`config.mk`:
```
export PLATFORM = sky130hd
export DESIGN_NAME = forwarding_control_unit
export DESIGN_NICKNAME = d
export VERILOG_FILES = /design/src/rtl/forwarding_control_unit.sv
export SDC_FILE = /design/constraint.sdc
export NUM_CORES = 1
export LEC_CHECK = 0
export ABC_AREA = 0
export ABC_CLOCK_PERIOD_IN_PS = 3000
export CORE_UTILIZATION = 60
export CTS_CLUSTER_DIAMETER = 100
export CTS_CLUSTER_SIZE = 28
export DETAILED_ROUTE_END_ITERATION = 8
export DONT_BUFFER_PORTS = 1
export PLACE_DENSITY = 0.73
export RECOVER_POWER = 100
export SYNTH_ARGS = -nofsm -noshare
export SYNTH_HDL_FRONTEND = slang
export SYNTH_SLANG_ARGS = --single-unit
```
`constraint.sdc`:
```
create_clock -name clk -period 3 [get_ports clk]
set_input_delay 0.6 -clock clk [delete_from_list [all_inputs] [get_ports clk]]
set_output_delay 0.6 -clock clk [all_outputs]
set_load 0.03 [all_outputs]
```
`src/rtl/forwarding_control_unit.sv`:
```
// forwarding_control_unit: EX-stage operand forwarding selects, load-use
// stall/bubble generation and a saturating stall-cycle counter.
//
// Ports:
//   clk, reset            clock; asynchronous active-low reset
//   id_rs_i, id_rt_i      source registers of the instruction in ID
//   id_uses_rt_i          ID instruction reads rt
//   id_write_reg_i        destination register of the ID instruction
//   id_reg_write_i        ID instruction writes the register file
//   id_mem_read_i         ID instruction is a load
//   id_valid_i            ID holds a real instruction
//   flush_i               squash the ID instruction (taken branch/jump)
//   forward_a_o/b_o       operand mux selects (00 RF, 01 MEM/WB, 10 EX/MEM)
//   stall_o               hold PC and IF/ID
//   bubble_o              zero control bits entering ID/EX
//   stall_count_o         saturating count of stall cycles
//
// Build option: FORWARDING_CONTROL_FORWARDING_EN enables the forwarding
// network. Without it, the selects are tied to the register file and
// any pending producer in ID/EX or EX/MEM stalls the consumer.

module forwarding_control_unit #(
    parameter int REG_BITS = 5,
    parameter int CNT_BITS = 16
) (
    input  logic                clk,
    input  logic                reset,
    input  logic [REG_BITS-1:0] id_rs_i,
    input  logic [REG_BITS-1:0] id_rt_i,
    input  logic                id_uses_rt_i,
    input  logic [REG_BITS-1:0] id_write_reg_i,
    input  logic                id_reg_write_i,
    input  logic                id_mem_read_i,
    input  logic                id_valid_i,
    input  logic                flush_i,
    output logic [1:0]          forward_a_o,
    output logic [1:0]          forward_b_o,
    output logic                stall_o,
    output logic                bubble_o,
    output logic [CNT_BITS-1:0] stall_count_o
);

    typedef struct packed {
        logic                valid;
        logic                reg_write;
        logic                mem_read;
        logic [REG_BITS-1:0] write_reg;
        logic [REG_BITS-1:0] rs;
        logic [REG_BITS-1:0] rt;
        logic                uses_rt;
    } tag_t;

    localparam logic [1:0] SEL_RF  = 2'b00;
    localparam logic [1:0] SEL_WB  = 2'b01;
    localparam logic [1:0] SEL_MEM = 2'b10;

    tag_t idex;
    tag_t exmem;
    tag_t memwb;
    tag_t idex_next;

    logic                hazard;
    logic [CNT_BITS-1:0] stall_cnt;

    // A stage produces register r; $0 is never a real producer.
    function automatic logic writes(input tag_t t,
                                    input logic [REG_BITS-1:0] r);
        return t.valid && t.reg_write &&
               (t.write_reg == r) && (r != '0);
    endfunction

    // A stage produces one of the sources read by the ID instruction.
    function automatic logic src_hit(input tag_t t);
        return writes(t, id_rs_i) ||
               (id_uses_rt_i && writes(t, id_rt_i));
    endfunction

`ifdef FORWARDING_CONTROL_FORWARDING_EN

    // Only a load in EX cannot be forwarded in time for the ID consumer.
    assign hazard = id_valid_i && idex.valid && idex.mem_read &&
                    src_hit(idex);

    // EX/MEM holds the younger result, so it wins a double match.
    always_comb begin
        forward_a_o = SEL_RF;
        if (idex.valid) begin
            if (writes(exmem, idex.rs)) begin
                forward_a_o = SEL_MEM;
            end else if (writes(memwb, idex.rs)) begin
                forward_a_o = SEL_WB;
            end
        end
    end

    always_comb begin
        forward_b_o = SEL_RF;
        if (idex.valid && idex.uses_rt) begin
            if (writes(exmem, idex.rt)) begin
                forward_b_o = SEL_MEM;
            end else if (writes(memwb, idex.rt)) begin
                forward_b_o = SEL_WB;
            end
        end
    end

`else

    // No bypass paths: wait until the producer reaches MEM/WB, where the
    // register file write lands before the ID read in the same cycle.
    assign hazard = id_valid_i && (src_hit(idex) || src_hit(exmem));

    assign forward_a_o = SEL_RF;
    assign forward_b_o = SEL_RF;

`endif

    // A flush discards the ID instruction, so there is nothing to hold.
    assign stall_o  = hazard && !flush_i;
    assign bubble_o = hazard || flush_i;

    always_comb begin
        idex_next = '0;
        if (id_valid_i && !stall_o && !flush_i) begin
            idex_next.valid     = 1'b1;
            idex_next.reg_write = id_reg_write_i;
            idex_next.mem_read  = id_mem_read_i;
            idex_next.write_reg = id_write_reg_i;
            idex_next.rs        = id_rs_i;
            idex_next.rt        = id_rt_i;
            idex_next.uses_rt   = id_uses_rt_i;
        end
    end

    always_ff @(posedge clk or negedge reset) begin
        if (!reset) begin
            idex  <= '0;
            exmem <= '0;
            memwb <= '0;
        end else begin
            idex  <= idex_next;
            exmem <= idex;
            memwb <= exmem;
        end
    end

    always_ff @(posedge clk or negedge reset) begin
        if (!reset) begin
            stall_cnt <= '0;
        end else if (stall_o && !(&stall_cnt)) begin
            stall_cnt <= stall_cnt + CNT_BITS'(1);
        end
    end

    assign stall_count_o = stall_cnt;

    // MEM/WB only needs valid/reg_write/write_reg; the rest rides along.
    logic unused_memwb;
    assign unused_memwb = ^memwb;

endmodule

```
==> flow_results.org <==
** STA
- Setup violations remaining at the end of the flow were counted as 0.
- Setup repair after global routing left no endpoint under its margin.
- On the final layout, the worst clock skew is 0.00516 ns.
- Number of failing hold endpoints at the final stage :: 0
- At the pin with the least slew margin, the transition time is 1.53 ns.
- The clock period could shrink to 2.70 ns.
- Headroom to the max-slew limit :: -1.85%
- Accumulated negative setup slack :: 0 ns
- After layout, the worst setup slack is 0.304 ns.
- The max-slew violation count came to 31.
- Static timing analysis puts the maximum clock frequency at 0.371 GHz.
- The worst path uses 89.9% of the clock period.

** Floorplanning
- Die area :: 2780 µm²
- Initial Utilization :: 62.8%
- In this run the core area contains 18 standard-cell rows.
- 44 I/O pins were placed.
- In this run the standard cell core region covers 2450 µm².
- The die is 52.7 µm tall.
- Measured along the x axis, the die boundary spans 52.7 µm.

** Placement
- In this run the tool buffered the top-level ports with 0 buffer cells.
- Placer's final routability congestion estimate :: 0.743
- Worst setup slack after placement :: 0.223 ns
- HPWL after detailed placement :: 2040 µm

** Synthesis
- The average instance in the mapped netlist occupies 11.5 µm².
- In the synthesized netlist, the number of instances is 134.
- Yosys warnings :: 0
- Synthesis instantiated 26 different standard cells from the library.
- Post-synthesis sequential area ratio :: 48.7%
- Register bit count reported by yosys :: 30
- Cell types with the largest area share after synthesis :: dfrtp_1 49%, xnor2_1 15%, nand3_2 4.5%, xor2_1 4.5%, and2_1 3.2%
- Netlist Area Pre-Place :: 1540 µm²
- dfrtp_1 takes more of the synthesized area than any other cell.
- The share of synthesized area in the top cell type comes to 48.7%.

** Detailed routing
- After detailed routing, the number of remaining DRC violations is 0.
- Remaining antenna violation count :: 0
- Routed wire length per instance :: 15.9 µm
- For this run, the detailed router's first-pass iteration total came to 4.
- Via Count :: 1001
- The first routing iteration left 9 violations.
- Summed over all layers, the routed wires come to 2740 µm.
- Via density :: 5.82

** Worst setup path
- CP Cell Sequence :: or4_1 -> o21ai_2 -> nor4_1 -> o2111ai_1 -> nand3b_1
- Worst endpoint data arrival time :: 2.10 ns
- In this run the worst path has a maximum fanout of 3.
- Category of the most critical setup path :: in -> out
- Crit path largest cell delay :: 0.55 ns
- Data on the critical path is required at its endpoint by 2.40 ns.
- Type of element launching the critical path :: input port
- The largest individual stage delay along the critical path comes from the cell or4_1.
- The worst setup path is captured at an output port.

** Flow run
- Maximum capacitance violations :: 1

** Final layout
- Share of layout cells above drive strength 1 :: 11.3%
- Most frequent standard cell in the layout excluding fill and tap cells :: dfrtp_1
- After filler insertion, the fill cell instance count of the layout stands at 196.
- Net total in the final layout :: 164
- Commonest cells after routing, fill and taps aside :: 30 x dfrtp_1, 27 x xnor2_1, 12 x nand3_1
- Number of antenna repair diodes :: 0
- Synth-to-layout area growth :: 3.65%

** Clocking
- No sink is reached through more buffers than the 2 on the longest clock path.
- Counting the buffers created by CTS gives 5.
- H-tree level count :: 2
- Clock input transition at the sequential cells of the worst setup and hold paths :: 0.09 ns
- TritonCTS built the clock tree.
- Counting every sink on the clock net gives 30.
- The tree is rooted in a clkbuf_4.
- Total setup buffers inserted after CTS :: 0
- For the worst-skew pair, the clock arrives at the later sink with an insertion delay of 0.33 ns.

** Worst hold path
- Worst hold path type :: reg -> reg

** Global routing
- Entering global routing, the biggest net connects 31 pins.
- For this run the aggregate overflow at the end of global routing stands at 0.
- Combined global-route utilization of all metal layers :: 23.6%
- Global routing consumed, on the met3 layer, 10.7% of the routing resources.
- Global-route track usage on met2 :: 39.5%
- For this run, global-route usage on met1 was measured as 25.4%.
- The number of antenna violations at the first check in global routing came to 0.
- The number of global-route vias before repair is 998.
- met2 is the most crowded layer.
- Wire length of the first global-routing pass :: 4370 µm

** Pwr
- Of the total power, the share spent switching nets is 22.3%.
- Per report_power, the clock group accounts for 39.8% of the total.
- Registers are responsible for 54.2% of the overall power.
- IR analysis of the VDD net gives a maximum drop of 0.620 mV.
- In this run the static leakage power is 0.686 nW.
- Per report_power, the combinational group accounts for 5.9% of the total.
- Power per cell area :: 486 nW/µm²
- Internal power comes to 604 µW.
- For this design the total switching power over the nets is 173 µW.

** Status
- The final reports fail on capacitance limit, slew limit.
- Outcome :: complete, but fails checks
[metal layers]
metal	wire [µm]	vias up
li1	-	474
met1	1070	490
met2	1460	31
met3	161	6
met4	50	0
met5	0	-
[cells by family after synthesis]
| family | count (synthesis) | share of synthesized area (%) |
|---|---|---|
| xor gates and xnor gates | 35 | 19.9 |
| other | 1 | 0.243 |
| adders and majority gates | 1 | 0.812 |
| AOI/OAI and AO/OA | 4 | 2.27 |
| muxes | 1 | 0.730 |
| and+or+nand+nor | 54 | 23.5 |
| DFF | 30 | 48.7 |
| buffers and inverters | 8 | 3.90 |
[power groups by stage]
stage,Clock [mW],Combinational [mW],Sequential (mW)
2_1_floorplan,0,0.0388,0.428
3_3_place_gp,0,0.0374,0.429
3_5_place_dp,0,0.0389,0.430
4_1_cts,0.321,0.0498,0.422
5_1_grt,0.344,0.0518,0.423
6_report,0.310,0.0461,0.421
[area by class of cell]
class                           instances  area (µm²)  area share (%)
Clock inverter                          3        40.0            2.51
Tap cell                               30        37.5            2.35
Inverter                                2        7.51           0.470
Timing Repair Buffer                    3        16.3            1.02
Clock buffer                            5        37.5            2.35
Sequential cell                        30         751            47.0
Multi-Input combinational cell         99         708            44.3
[sequential cells by signal, indices dropped and copies added (netlist names)]
name           count
exmem              7
idex               7
stall_count_o     16
[per-stage QoR]
stage | cells | total power, mW | util, % | instance area (µm²) | hold WS [ns]
floorplan | 137 | 0.467 | - | 1550 | 0.304
global placement | 163 | 0.466 | 63.3 | 1550 | 0.305
global route | 172 | 0.819 | 65.1 | 1600 | 0.355
finish | 172 | 0.777 | 65.1 | 1600 | 0.384
CTS | 172 | 0.793 | 67.2 | 1650 | 0.0697
detailed placement | 163 | 0.469 | 63.3 | 1550 | 0.305
[repair_timing]
| item | CTS | global route |
|---|---|---|
| hold buffers | 1 | 0 |
| resized for setup | 0 | 1 |
| endpoints found under the setup margin | 0 | 1 |
| hold endpoints to repair | 30 | 0 |
[worst paths after layout]
path	from	end	slack, ns	cells past startpoint
max	id_rt_i[1]	bubble_o	0.30	5
min	idex[18]	exmem[18]	0.38	0
max reg2reg	idex[15]	stall_count_o[10]	0.49	8
min reg2reg	idex[18]	exmem[18]	0.38	0
max in group asynchronous	reset	stall_count_o[7]	1.49	1
min in group asynchronous	reset	stall_count_o[0]	0.63	1
[critical path: cells and delay by family]
kind,cells,cell delay [ns]
simple gates,3,0.98
compound gates,2,0.53
[synth_stat cells]
library cell   n
dfrtp_1       30
o21ai_2        1
conb_1         1
a21oi_2        1
inv_1          2
buf_6          2
nand3_1        8
xnor2_1       27
xor2_1         8
mux2_2         1
nor4_1         4
o2111ai_1      2
nand3_2        7
nand4b_1       1
nor2_1         6
ha_1           1
buf_4          4
and3_1         6
nand4_4        1
and2_1         8
nand3b_1       1
nand4_2        1
nand4_1        6
or4_1          2
nand2_1        2
nor2b_1        1
No activity file was read; power rests on OpenSTA's default activity.
